===== src/rtl/gpixshift_if.sv =====
// Latch-stage to serializer bus: plane bytes and slot controls in, RGB pixel and ACT out.
interface gpixshift_if;
  logic [2:0] cnt;
  logic       BLANK;
  logic [7:0] ROD;
  logic [7:0] GOD;
  logic [7:0] BOD;
  logic [2:0] PEN;
  logic       MONO;
  logic       R;
  logic       G;
  logic       B;
  logic       ACT;

  modport master (
    output cnt, BLANK, ROD, GOD, BOD, PEN, MONO,
    input  R, G, B, ACT
  );

  modport slave (
    input  cnt, BLANK, ROD, GOD, BOD, PEN, MONO,
    output R, G, B, ACT
  );
endinterface


===== src/rtl/gpixshift.sv =====
// Graphic pixel serializer: plane bytes latched in one 8-clock slot are shifted out
// one RGB pixel per clock in the next slot, with slot-aligned blank, plane enable and mono.

// One plane's shifter. pix is the raw pixel that the next edge registers:
// bit 0 of the new byte on a load edge, otherwise the output end of the shifter.
module gpixshift_lane #(
  parameter int LSB_FIRST = 1
) (
  input  logic       CLK,
  input  logic       nRST,
  input  logic       load,
  input  logic [7:0] od,
  output logic       pix
);
  logic [7:0] sr;

  generate
    if (LSB_FIRST != 0) begin : g_lsb
      always_ff @(posedge CLK or negedge nRST) begin
        if (!nRST)     sr <= '0;
        else if (load) sr <= {1'b0, od[7:1]};
        else           sr <= {1'b0, sr[7:1]};
      end
      assign pix = load ? od[0] : sr[0];
    end else begin : g_msb
      always_ff @(posedge CLK or negedge nRST) begin
        if (!nRST)     sr <= '0;
        else if (load) sr <= {od[6:0], 1'b0};
        else           sr <= {sr[6:0], 1'b0};
      end
      assign pix = load ? od[7] : sr[7];
    end
  endgenerate
endmodule

module gpixshift #(
  parameter int         LSB_FIRST = 1,
  parameter logic [2:0] LOAD_CNT  = 3'b111
) (
  input logic         CLK,
  input logic         nRST,
  gpixshift_if.slave  bus
);
  localparam int NUM_LANES = 3;
  localparam int VEC_W     = 8;

  typedef struct packed {
    logic       blank;
    logic [2:0] pen;
    logic       mono;
  } ctl_t;

  localparam ctl_t CTL_RST = '{blank: 1'b1, pen: 3'b000, mono: 1'b0};

  logic                              load;
  logic [NUM_LANES-1:0][VEC_W-1:0]   od;
  logic [NUM_LANES-1:0]              raw;
  logic [NUM_LANES-1:0]              masked;
  logic [NUM_LANES-1:0]              pix_n;
  logic [NUM_LANES-1:0]              pix_q;
  logic                              act_q;
  ctl_t                              ctl_q;
  ctl_t                              ctl_n;

  assign load = (bus.cnt == LOAD_CNT);
  assign od   = {bus.BOD, bus.GOD, bus.ROD};

  genvar i;
  generate
    for (i = 0; i < NUM_LANES; i++) begin : g_lane
      gpixshift_lane #(.LSB_FIRST(LSB_FIRST)) u_lane (
        .CLK  (CLK),
        .nRST (nRST),
        .load (load),
        .od   (od[i]),
        .pix  (raw[i])
      );
    end
  endgenerate

  // Pixel 0 must see the controls sampled on its own load edge, so the output
  // function uses the next-state controls rather than the registered ones.
  always_comb begin
    ctl_n = ctl_q;
    if (load) ctl_n = '{blank: bus.BLANK, pen: bus.PEN, mono: bus.MONO};
  end

  always_comb begin
    masked = raw & ctl_n.pen;
    pix_n  = masked;
    if (ctl_n.mono)  pix_n = {NUM_LANES{|masked}};
    if (ctl_n.blank) pix_n = '0;
  end

  always_ff @(posedge CLK or negedge nRST) begin
    if (!nRST) begin
      ctl_q <= CTL_RST;
      pix_q <= '0;
      act_q <= 1'b0;
    end else begin
      ctl_q <= ctl_n;
      pix_q <= pix_n;
      act_q <= ~ctl_n.blank;
    end
  end

  assign bus.R   = pix_q[0];
  assign bus.G   = pix_q[1];
  assign bus.B   = pix_q[2];
  assign bus.ACT = act_q;
endmodule


===== src/flat_wrapper.sv =====
// flat-port wrapper written by rule: the top's interface ports become plain ports
module gpixshift_flat 
#(
  parameter int         LSB_FIRST = 1,
  parameter logic [2:0] LOAD_CNT  = 3'b111
)
  (CLK, nRST, bus_cnt, bus_BLANK, bus_ROD, bus_GOD, bus_BOD, bus_PEN, bus_MONO, bus_R, bus_G, bus_B, bus_ACT);
  gpixshift_if bus_i ();
  input logic CLK;
  input logic nRST;
  input wire logic [$bits(bus_i.cnt)-1:0] bus_cnt;
  input wire logic [$bits(bus_i.BLANK)-1:0] bus_BLANK;
  input wire logic [$bits(bus_i.ROD)-1:0] bus_ROD;
  input wire logic [$bits(bus_i.GOD)-1:0] bus_GOD;
  input wire logic [$bits(bus_i.BOD)-1:0] bus_BOD;
  input wire logic [$bits(bus_i.PEN)-1:0] bus_PEN;
  input wire logic [$bits(bus_i.MONO)-1:0] bus_MONO;
  output wire logic [$bits(bus_i.R)-1:0] bus_R;
  output wire logic [$bits(bus_i.G)-1:0] bus_G;
  output wire logic [$bits(bus_i.B)-1:0] bus_B;
  output wire logic [$bits(bus_i.ACT)-1:0] bus_ACT;
  assign bus_i.cnt = bus_cnt;
  assign bus_i.BLANK = bus_BLANK;
  assign bus_i.ROD = bus_ROD;
  assign bus_i.GOD = bus_GOD;
  assign bus_i.BOD = bus_BOD;
  assign bus_i.PEN = bus_PEN;
  assign bus_i.MONO = bus_MONO;
  assign bus_R = bus_i.R;
  assign bus_G = bus_i.G;
  assign bus_B = bus_i.B;
  assign bus_ACT = bus_i.ACT;
  gpixshift #(.LSB_FIRST(LSB_FIRST), .LOAD_CNT(LOAD_CNT)) u_core (.CLK(CLK), .nRST(nRST), .bus(bus_i));
endmodule

===== config.mk =====
export PLATFORM = sky130hd
export DESIGN_NAME = gpixshift_flat
export DESIGN_NICKNAME = d
export VERILOG_FILES = /design/src/rtl/gpixshift_if.sv /design/src/rtl/gpixshift.sv /design/src/flat_wrapper.sv
export SDC_FILE = /design/constraint.sdc
export NUM_CORES = 1
export LEC_CHECK = 0
export CORE_AREA = 2 2 75 56
export DETAILED_ROUTE_END_ITERATION = 12
export DIE_AREA = 0 0 77 58
export HOLD_SLACK_MARGIN = 0.06
export MAX_ROUTING_LAYER = met4
export PLACE_DENSITY_LB_ADDON = 0.15
export SLEW_MARGIN = 20
export SYNTH_ARGS = -nofsm -noshare
export SYNTH_HDL_FRONTEND = slang
export SYNTH_HIERARCHICAL = 1
export SYNTH_SLANG_ARGS = --single-unit
export TNS_END_PERCENT = 1

===== constraint.sdc =====
create_clock -name CLK -period 1.7 [get_ports CLK]
set_input_delay 0.255 -clock CLK [delete_from_list [all_inputs] [get_ports CLK]]
set_output_delay 0.255 -clock CLK [all_outputs]
set_load 0.03 [all_outputs]

# ---- After elaboration in Yosys (flattened, before gate mapping)
# Cells that the tools add are included.
dict set report word_totals {
  register_bits 30
  latch_bits 0
  mem_bits_rw 0
  rom_bits 0
  in_bits 34
  out_inout_bits 4
  wordCells 21
  memories 0
}
dict set report op_classes {
  n_addsub 0
  mul 0
  div_mod_pow 0
  order_cmp 0
  eq_ne 1
  n_shift 0
  muxes 9
  bitwise 2
  reduce_logical 1
}
# operator count
set ops {}
lappend ops {{$mux W7} 3}
lappend ops {{$mux W3} 2}
lappend ops {{$mux W5} 1}
lappend ops {{$and A3 B3 Y3} 1}
lappend ops {{$eq A3 B3 Y1 const B} 1}
lappend ops {{$mux W1} 3}
lappend ops {{$reduce_or A3 Y1} 1}
lappend ops {{$not A1 Y1} 1}

# ---- Longest topological paths before layout
dict set report logic_depth {
  depth_word 6
  ltp_mapped 8
  mapped_depth_nobuf 7
}

# ---- Hierarchy
# The synthesis kept the hierarchy.
# module instances cells_each area_per_inst_um2 seq_area_each_um2
set by_module_without_submodules {}
lappend by_module_without_submodules {gpixshift_lane 3 16 299.0 175.2}
lappend by_module_without_submodules {gpixshift 1 28 372.9 226.5}

# ---- Worst setup path before layout
# No wires, ideal clock.
dict set report synth_path {
  kind {input to register}
  from {input port bus_cnt[2]}
  to {register u_core.pix_q[0]}
  setup_ns 0.139
  t_arrival_ns 1.470
  required_ns 1.561
  path_slack_ns 0.091
  path_stages 8
  path_buffers 1
  path_cell_list {nand3_2 inv_1 buf_6 mux2_4 nand2_1 mux2i_1 a221oi_2 a211oi_1}
}
dict set report synth_via {
  elab_chain_cells 6
  word_cells_on_any_way 9
  classes_between {1 x eq/ne; 6 x mux; 1 x bitwise; 1 x reduce/logical}
}
# item line
set synth_lines {}
lappend synth_lines {{from (decl)} flat_wrapper.sv:11} ;# input wire logic [$bits(bus_i.cnt)-1:0] bus_cnt;
lappend synth_lines {{$eq A3 B3 Y1 (*)} gpixshift.sv:65} ;# assign load = (bus.cnt == LOAD_CNT);
lappend synth_lines {{via u_core.load} gpixshift.sv:55} ;# logic load;
lappend synth_lines {{$mux W1 (*)} gpixshift.sv:24} ;# assign pix = load ? od[0] : sr[0];
lappend synth_lines {{via u_core.raw[0]} gpixshift.sv:57} ;# logic [NUM_LANES-1:0] raw;
lappend synth_lines {{$and A3 B3 Y3 (*)} gpixshift.sv:89} ;# masked = raw & ctl_n.pen;
lappend synth_lines {{$reduce_or A3 Y1} gpixshift.sv:91} ;# if (ctl_n.mono) pix_n = {NUM_LANES{|masked}};
lappend synth_lines {{$mux W3 (*)} gpixshift.sv:91}
lappend synth_lines {{$mux W3 (*)} gpixshift.sv:92} ;# if (ctl_n.blank) pix_n = '0;
lappend synth_lines {{via u_core.pix_n[0]} gpixshift.sv:59} ;# logic [NUM_LANES-1:0] pix_n;
lappend synth_lines {{to (signal assigned)} gpixshift.sv:102} ;# pix_q <= pix_n;
lappend synth_lines {{to (decl)} gpixshift.sv:60} ;# logic [NUM_LANES-1:0] pix_q;
# The timed path passes the listed nets; every way through them passes the cells marked *.

# ---- Worst setup path after layout
dict set report layout_path {
  from {input port bus_cnt[2]}
  to {register u_core.pix_q[1]}
}
# Same word-level chain as after synthesis.

==> impl_metrics.json <==
{
  "cts.clk_slew.worst_paths_ns": 0.06,
  "clockBufferDepth": 2,
  "crit_type": "primary input to register",
  "whs_ns": 0.3892,
  "gp_congestion": 0.7276,
  "antennaDiodeCount": 0,
  "final.fill_count": 350,
  "crit_start": "bus_cnt[2]",
  "power.share.clock": 0.303,
  "grt_max_degree": 31,
  "synthFlopType": "dfrtp_1",
  "utilization": 0.4807,
  "synth_area_um2": 1270,
  "wl_per_cell_um": 12.79,
  "power_frac_comb": 0.212,
  "ios": 38,
  "maxCapViolations": 0,
  "post-synth-top-count-cell": "dfrtp_1",
  "r2r_setup_slack_ns": 0.42,
  "cts_tree": "built",
  "synth_common_cells": "dfrtp_1, mux2_4, nand2_1",
  "hold_class": "primary input to asynchronous set/reset pin",
  "grt_overflow": 0,
  "die-area_um2": 4466,
  "cp-start-kind": "primary input",
  "grt_pass1_vias": 845,
  "p_per_area_nw_per_um2": 932.4,
  "pre_cts_slack_ns": -0.2682,
  "synth_top_area_share": 0.5714,
  "netlist_instances": 76,
  "ant_nets": 0,
  "switching_share": 0.2349,
  "finalCriticalPeriod_ns": 1.647,
  "fin_crit_sh": 0.9686,
  "nets": 156,
  "grt_usage": 0.1128,
  "finalMaxSlewViolations": 0,
  "p_leak_nw": 0.8189,
  "slew_headroom": 0.7597,
  "clk-insertion-delay-late_ns": 0.27,
  "fp.coreArea_um2": 3756,
  "routed_wl_um": 2225,
  "ff2ff_path_depth": 5,
  "tightest_slew_ns": 0.3504,
  "final_area_um2": 1805,
  "yosys_warnings": 6,
  "start_util": 0.3381,
  "critical_path.max_fanout": 4,
  "synth_nets": 110,
  "finalHoldViolCount": 0,
  "fp.dieW_um": 77,
  "synthArstFlopShare": 1.000,
  "area_growth_pct": 42.17,
  "seq_power_share": 0.484,
  "num_vias": 746,
  "p_int_mw": 1.288,
  "arrival_ns": 1.78,
  "clockRootBuffer": "clkbuf_8",
  "grt_pass1_wl_um": 3698,
  "ys_types": 12,
  "clock-sinks": 30,
  "drt-initial-drc-count": 29,
  "synth_area_leaders": "dfrtp_1, mux2_4, buf_6",
  "skew_ns": 0.004246,
  "drc": 0,
  "port_buffers": 37,
  "status": "complete, no violations",
  "ys_seq_area_frac": 0.5921,
  "final_layout_size_suffix_gt1_frac": 0.3525,
  "critPathCapture": "u_core/pix_q[1]$_DFF_PN0_",
  "viasPerCell": 4.287,
  "synth_edf_count": 0,
  "tns_ns": 0,
  "synth_seq_cells": 30,
  "dpl_cell_area_um2": 1709,
  "post_cts_buffers": 0,
  "ir_drop_v": 0.0005585,
  "die_h_um": 58,
  "critical_path.endpoint_type": "register",
  "worst_slack_ns": 0.05342,
  "antenna_found_initial": 0,
  "htree_levels": 2,
  "synth.avg_cell_area_um2": 16.71,
  "cts_buffers": 5,
  "power_switching_mw": 0.3954,
  "yosys.area.top_type": "dfrtp_1",
  "regToRegEndpoint": "u_core/pix_q[1]$_DFF_PN0_",
  "placementRows": 19,
  "max_freq_ghz": 0.6073,
  "cp.required_ns": 1.83,
  "first_pass_iters": 3,
  "setup_violations": 0,
  "r2r-start": "u_core/g_lane[0].u_lane/sr[0]$_DFF_PN0_",
  "hpwlAfterDp_um": 1573,
  "rsz0062_at_grt": "yes"
}
-- worst min path at each step --
stage                                               to  cells past startpoint                                     from
6_report                      u_core/bus.ACT$_DFF_PN0_                      2                                     nRST
5_1_grt                      u_core/pix_q[1]$_DFF_PN0_                      2                                     nRST
4_1_cts                      u_core/pix_q[1]$_DFF_PN0_                      2                                     nRST
3_5_place_dp   u_core/g_lane[0].u_lane/sr[1]$_DFF_PN0_                      1  u_core/g_lane[0].u_lane/sr[2]$_DFF_PN0_
3_3_place_gp   u_core/g_lane[2].u_lane/sr[2]$_DFF_PN0_                      1  u_core/g_lane[2].u_lane/sr[3]$_DFF_PN0_
2_1_floorplan                 u_core/bus.ACT$_DFF_PN0_                      0                                     nRST
-- logic make-up after synthesis --
kind of cell / synth area share
buf+inv: 0.03547
flops: 0.5921
simple gates: 0.04039
compound gates: 0.02955
mux: 0.3025
-- state kept, by name, indices dropped and copies added, names as in the netlist --
register / count
u_core/g_lane.u_lane/sr: 21
u_core/bus.ACT: 1
u_core/ctl_q: 5
u_core/pix_q: 3
-- power by group through the flow --
stage / registers (mW) / clock network (mW) / logic (mW)
6_report: 0.815 / 0.511 / 0.357
3_3_place_gp: 0.827 / 0 / 0.331
5_1_grt: 0.822 / 0.575 / 0.380
2_1_floorplan: 0.857 / 0 / 0.160
3_5_place_dp: 0.829 / 0 / 0.340
4_1_cts: 0.816 / 0.538 / 0.342
-- routing by layer --
| metal | global-route usage | share of wire | wire length [um] | vias up |
|---|---|---|---|---|
| met5 | - | 0 | 0 | - |
| met4 | 0.04337 | 0.0058 | 13 | 0 |
| met3 | 0.04829 | 0.071 | 159 | 2 |
| met2 | 0.1905 | 0.51 | 1140 | 25 |
| met1 | 0.1196 | 0.41 | 912 | 370 |
| li1 | - | - | - | 349 |
-- cells in the final DEF (no fill, tap or decap) --
cell type,instances
a211oi_1,2
a211oi_2,1
a221oi_4,1
and2_2,3
buf_4,4
buf_6,1
clkbuf_1,2
clkbuf_8,5
clkdlybuf4s50_1,37
dfrtp_1,29
dfstp_2,1
inv_1,2
inv_2,1
mux2_2,3
mux2_4,22
mux2i_1,2
nand2_1,5
nand3_2,1
-- metrics by stage --
step | power [mW] | std cells
after global placement | 1.158 | 167
after global routing | 1.777 | 174
after CTS | 1.696 | 174
final | 1.683 | 174
after floorplan | 1.017 | 76
after detailed placement | 1.169 | 167
-- repair_timing --
action	CTS	global route
hold endpoints to repair	0	0
setup endpoints to repair	0	3
resized for setup	0	4
hold buffers	0	0
-- critical path, stage by stage --
cell,delay [ns]
clkdlybuf4s50_1,0.47
nand3_2,0.09
inv_2,0.09
buf_6,0.12
mux2_4,0.32
a221oi_4,0.33
a211oi_1,0.10
-- layout make-up --
class | instances | area, um2 | share of cell area
repair buffers | 42 | 411.6 | 0.2280
well taps | 52 | 65.06 | 0.03604
clock buffers | 7 | 76.32 | 0.04227
multi-input cells | 40 | 489.2 | 0.2710
flip-flops and latches | 30 | 752.0 | 0.4165
inverters | 3 | 11.26 | 0.006237
Note: power is estimated with default switching activity, not from simulation.
